File: src/rtl/mux_scan_sequencer.sv
// mux_scan_sequencer: steps sel over enabled channels of an 8:1 mux,
// holds each SETTLE cycles, samples y, then publishes the 8-bit result.
//
// Ports:
//   clk, rst     clock, synchronous active-high reset
//   start        scan request, taken only when idle
//   ch_mask[7:0] enabled channels, latched when start is taken
//   sel[2:0]     channel select to the external mux
//   y            external mux output
//   busy         high while a scan (including its done cycle) runs
//   done         one-cycle completion pulse
//   sample[7:0]  result of the last completed scan
//   parity       XOR of sample (only with MUX_SCAN_PARITY_EN defined)
//
// sample and parity take their new value on the edge that enters
// the done cycle, so both are valid while done is high.
module mux_scan_sequencer #(
  parameter int unsigned SETTLE = 2
) (
  input  logic       clk,
  input  logic       rst,
  input  logic       start,
  input  logic [7:0] ch_mask,
  output logic [2:0] sel,
  input  logic       y,
  output logic       busy,
  output logic       done,
  output logic [7:0] sample
`ifdef MUX_SCAN_PARITY_EN
  ,
  output logic       parity
`endif
);

  localparam logic [1:0] S_IDLE   = 2'd0;
  localparam logic [1:0] S_SETTLE = 2'd1;
  localparam logic [1:0] S_DONE   = 2'd2;

  localparam logic [3:0] CNT_LAST = 4'(SETTLE - 1);

  logic [1:0] state;
  logic [3:0] cnt;
  logic [7:0] mask;
  logic [7:0] shadow;
  logic [7:0] shadow_upd;
  logic [2:0] first_sel;
  logic [2:0] nxt_sel;
  logic       has_nxt;

  // Lowest enabled channel of the incoming mask.
  always_comb begin
    first_sel = '0;
    for (int i = 7; i >= 0; i--) begin
      if (ch_mask[i]) first_sel = 3'(i);
    end
  end

  // Next enabled channel strictly above sel; none means scan ends.
  always_comb begin
    has_nxt = 1'b0;
    nxt_sel = sel;
    for (int i = 7; i >= 0; i--) begin
      if (mask[i] && (3'(i) > sel)) begin
        has_nxt = 1'b1;
        nxt_sel = 3'(i);
      end
    end
  end

  // Shadow with the current channel's y merged in.
  always_comb begin
    shadow_upd      = shadow;
    shadow_upd[sel] = y;
  end

  always_ff @(posedge clk) begin
    if (rst) begin
      state  <= S_IDLE;
      sel    <= '0;
      cnt    <= '0;
      mask   <= '0;
      shadow <= '0;
      sample <= '0;
    end else begin
      unique case (state)
        S_IDLE: begin
          if (start) begin
            mask   <= ch_mask;
            shadow <= '0;
            cnt    <= '0;
            if (ch_mask != 8'h00) begin
              state <= S_SETTLE;
              sel   <= first_sel;
            end else begin
              state  <= S_DONE;
              sample <= '0;
            end
          end
        end
        S_SETTLE: begin
          if (cnt == CNT_LAST) begin
            cnt    <= '0;
            shadow <= shadow_upd;
            if (has_nxt) begin
              sel <= nxt_sel;
            end else begin
              state  <= S_DONE;
              sample <= shadow_upd;
            end
          end else begin
            cnt <= cnt + 4'd1;
          end
        end
        S_DONE: begin
          state <= S_IDLE;
        end
        default: begin
          state <= S_IDLE;
        end
      endcase
    end
  end

  assign busy = (state != S_IDLE);
  assign done = (state == S_DONE);

`ifdef MUX_SCAN_PARITY_EN
  assign parity = ^sample;
`endif

endmodule

File: config.mk
export PLATFORM = sky130hd
export DESIGN_NAME = mux_scan_sequencer
export DESIGN_NICKNAME = d
export VERILOG_FILES = /design/src/rtl/mux_scan_sequencer.sv
export SDC_FILE = /design/constraint.sdc
export NUM_CORES = 1
export LEC_CHECK = 0
export ABC_CLOCK_PERIOD_IN_PS = 2200
export CORE_UTILIZATION = 52
export CTS_BUF_LIST = sky130_fd_sc_hd__clkbuf_8
export DETAILED_ROUTE_END_ITERATION = 16
export DONT_BUFFER_PORTS = 1
export MAX_ROUTING_LAYER = met4
export PLACE_DENSITY = 0.67
export SETUP_SLACK_MARGIN = 0.5
export SLEW_MARGIN = 20
export SYNTH_ARGS = -nofsm -noshare
export SYNTH_HDL_FRONTEND = slang
export SYNTH_SLANG_ARGS = --single-unit
File: constraint.sdc
create_clock -name clk -period 2.2 [get_ports clk]
set_input_delay 0.22 -clock clk [delete_from_list [all_inputs] [get_ports clk]]
set_output_delay 0.22 -clock clk [all_outputs]
set_load 0.02 [all_outputs]
==> impl_results.rst <==
.. list-table::
   :header-rows: 1

   * - Metric
     - Value
   * - Outcome
     - finished, violations left
   * - Violated checks
     - hold timing
   * - Antenna violations before repair
     - 0
   * - Data required time at the worst endpoint
     - 2.42 ns
   * - Cell at the root of the clock tree
     - clkbuf_8
   * - Post-synthesis async set-or-reset flop share
     - 0
   * - Maximum achievable frequency
     - 530.6 MHz
   * - Total Negative Setup Slacks
     - 0 ns
   * - Global-route wire length before repair
     - 7500 um
   * - Cell area after technology mapping
     - 1709 sq um
   * - Seq/Total Area, Yosys
     - 0.3748
   * - Overall die area
     - 3520 sq um
   * - Fraction of met1 tracks used by global routing
     - 0.3650
   * - Total track usage
     - 0.3011
   * - Global-route congestion overflow total
     - 0
   * - Post-layout net count
     - 250
   * - Cells taking the most area after synthesis
     - dfxtp_1, mux2i_1, a21oi_1
   * - Aggregate routed wire length
     - 5762 um
   * - Via-to-Cell Ratio
     - 6.452
   * - Worst setup slack after layout
     - 0.3154 ns
   * - Share of synthesized cell area in full adder, half adder and majority cells
     - 0.01464
   * - Post-DR wirelength/cell
     - 20.51 um
   * - Antenna diodes
     - 0
   * - Portion of total power attributed to the clock network
     - 0.239
   * - Net Sw Frac
     - 0.3683
   * - Largest net degree at the start of global routing
     - 36
   * - Residual antenna-violating net count after detailed routing
     - 0
   * - DRT Pass-1 Iters
     - 5
   * - GRT met2 Usage
     - 0.4478
   * - Worst-path clk slew
     - 0.07 ns
   * - Sequential group share of total power
     - 0.355
   * - Unrepaired setup endpoints after global routing
     - true
   * - Critical Path, Cell by Cell
     - clkbuf_2, buf_2, nor3b_1, mux2i_1, or4_1, a21oi_1
   * - Buf+Inv Stages, Crit Path
     - 2
   * - RD Place Congestion
     - 0.8850
   * - DP Worst Slack
     - 0.1469 ns
   * - Synthesized-area fraction occupied by ao, oa, aoi and oai cells
     - 0.2108
   * - Total I/O pin count
     - 25
   * - Delay-heaviest family, CP
     - simple AND/OR/NAND/NOR gates
   * - Sw Pwr
     - 0.7270 mW
   * - Layout Area Growth over Synthesis
     - 41.07%
   * - Category of the worst setup path launch point
     - register
   * - Proportion of power drawn by combinational gates
     - 0.407
   * - CTS tree
     - yes
   * - Initial core utilization
     - 0.5553
   * - Type of destination of the critical path
     - register
   * - Setup-violating endpoint count in the final report
     - 0
   * - Tightest slew margin relative to the limit
     - 0.6322
   * - Worst clock skew
     - 0.007802 ns
   * - Number of design rule violations left after detail routing
     - 0
   * - Core Box Area
     - 3078 sq um
   * - Synthesized area divided by synthesized cell count
     - 7.949 sq um
   * - Synth Instances
     - 215
   * - Leakage
     - 0.9226 nW
   * - Power density normalized to cell area
     - 818.6 nW/um^2
   * - Critical Setup Path Class
     - register to register
   * - Most Crowded Layer GR
     - met2
   * - Number of global-route vias before repair
     - 1611
   * - Path type of the worst min-delay path
     - input pin to register
   * - Xor-xnor portion of the synthesized cell area
     - 0
   * - Maximum fanout count along the critical path
     - 7
   * - Later-pin clock latency in the skew report
     - 0.29 ns
   * - Port bufs
     - 0
   * - Count of flip-flops with a built-in enable after synthesis
     - 0
   * - Tcrit/Tclk final
     - 0.8566
   * - Largest family of logic cells by synthesized area
     - simple AND/OR/NAND/NOR gates
   * - Cell type of the slowest stage on the worst timing path
     - or4_1
   * - Post-synth top area share
     - 0.3748
   * - Number of core rows
     - 20
   * - Number of buffers created by CTS
     - 5
   * - Signal arrival time at the worst endpoint
     - 2.11 ns
   * - Tightest Pin Transition
     - 0.5512 ns
   * - Minimum period implied by the final worst setup slack
     - 1.885 ns
   * - Number of endpoints with negative hold slack in the final report
     - 1
   * - Worst hold slack
     - -0.002120 ns
   * - Multi-input combinational cell area
     - 1285 sq um
   * - Fin. max-slew vios
     - 0
   * - Multiplexer share of the synthesized area
     - 0.08199
   * - Number of DRC violations after detailed-routing iteration 0
     - 143
   * - Number of H-tree branching levels
     - 2
   * - Placed wire-length estimate after detailed placement
     - 2684 um
   * - Die X
     - 59.33 um
   * - Total of warnings raised by yosys
     - 0
   * - Footprint of the flip-flops and latches
     - 664.4 sq um
   * - Maximum VDD drop
     - 576.0 uV
   * - Cell variety after synth
     - 43
   * - CTS max path bufs
     - 2
   * - Share of post-route cells with drive strength above 1
     - 0.3755
   * - Cell accounting for the most synthesized area
     - dfxtp_1
   * - Total clock sinks
     - 32
   * - Delay of the slowest cell on the worst path
     - 0.43 ns
   * - Global-route track usage on met3
     - 0.1004
   * - Number of fill cells in the layout
     - 196
   * - Simple-gate share of the synthesized area
     - 0.2745
   * - Net count after synthesis
     - 229
   * - Number of register bits inferred by synthesis
     - 32
   * - Via count of the routed design
     - 1813
   * - Max_cap viols
     - 0
   * - Top FF cell, synth
     - dfxtp_1
   * - Power Internal
     - 1.247 mW
   * - Die extent in y
     - 59.33 um
registers in the layout, summed over array words and instances, names as in the netlist:
| register | flops |
|---|---|
| state | 2 |
| sample | 8 |
| mask | 7 |
| cnt | 4 |
| shadow | 8 |
| sel | 3 |
power groups by stage:
stage	clock (mW)	sequential (mW)	combinational (mW)
6_report	0.471	0.700	0.802
5_1_grt	0.505	0.706	0.839
4_1_cts	0.479	0.685	0.553
3_5_place_dp	0	0.705	0.396
3_3_place_gp	0	0.700	0.385
2_1_floorplan	0	0.679	0.339
metrics by stage:
stage / utilization / hold slack, ns / power [mW] / cells / area, sq um
floorplan: - / 0.3586 / 1.018 / 215 / 1738
detailed placement: 0.5780 / 0.2924 / 1.101 / 249 / 1779
finish: 0.7833 / -0.002120 / 1.974 / 281 / 2411
global placement: 0.5780 / 0.2882 / 1.086 / 249 / 1779
CTS: 0.6707 / -0.02180 / 1.717 / 270 / 2064
global route: 0.7833 / 0.0006297 / 2.050 / 281 / 2411
routing by layer:
layer | vias to the layer above | part of all wire
li1 | 821 | -
met1 | 837 | 0.40
met2 | 124 | 0.47
met3 | 31 | 0.099
met4 | 0 | 0.034
met5 | - | 0
cell type report:
| type | count | share of cell area |
|---|---|---|
| Clock buffer | 6 | 0.03425 |
| Clock inverter | 2 | 0.004152 |
| Inverter | 5 | 0.007784 |
| Multi-Input combinational cell | 165 | 0.5330 |
| Sequential cell | 32 | 0.2756 |
| Tap cell | 44 | 0.02283 |
| Timing Repair Buffer | 27 | 0.1225 |
placed cells by master (no fill, tap or decap), types with 3 or more instances in the layout:
cell and count:
o21bai_1 3, o21ai_1 6, dfxtp_1 25, nand2_1 5, nor3_4 3, or4_4 3, o21ai_0 4, a21oi_2 8
buf_4 13, a21oi_1 17, dfxtp_4 6, inv_1 4, nand2b_1 4, nor3_2 3, nand3_1 5, or4_1 3
buf_6 5, clkbuf_8 6, nor3_1 8, nand3b_1 3, nor2b_1 5, nor2_1 27, mux2i_1 14
synthesized netlist by cell type (2+ instances only):
master,n
inv_1,5
dfxtp_1,32
a21oi_1,25
or3_1,2
nand2_1,7
nor3b_1,2
or3b_2,2
nor3_1,14
clkbuf_1,11
buf_2,2
nand3_1,7
nor2_1,28
or4_1,6
o21ai_0,11
o21bai_1,5
nor2b_1,6
ha_1,2
mux2i_1,14
a31oi_1,2
nand3b_1,3
o31ai_1,2
nand2b_1,5
nor4_1,2
worst paths after layout:
check	slack, ns	endpoint	start	cells after the start
worst max-delay path	0.32	sample[1]$_SDFFE_PP0P_	sel[1]$_SDFFE_PP0P_	6
worst min-delay path	-0.002	shadow[7]$_SDFFE_PP0P_	rst	1
worst max register to register	0.32	sample[1]$_SDFFE_PP0P_	sel[1]$_SDFFE_PP0P_	6
worst min register to register	0.49	mask[1]$_SDFFE_PP0P_	mask[1]$_SDFFE_PP0P_	2
logic make-up (layout without fill, tap and decap cells):
logic type / Yosys count / after routing
buffers and inverters: 19 / 40
DFF: 32 / 32
adders and majority gates: 2 / 2
and+or+nand+nor: 89 / 89
AOI/OAI and AO/OA: 59 / 60
muxes: 14 / 14
timing repair:
action | 4_1_cts | 5_1_grt
pin swaps | 16 | 13
setup endpoints to repair | 15 | 22
cloned | 2 | 2
endpoints found under the hold margin | 27 | 25
buffers inserted | 11 | 8
gates resized for setup | 21 | 55
(Power assumes the default switching activity.)
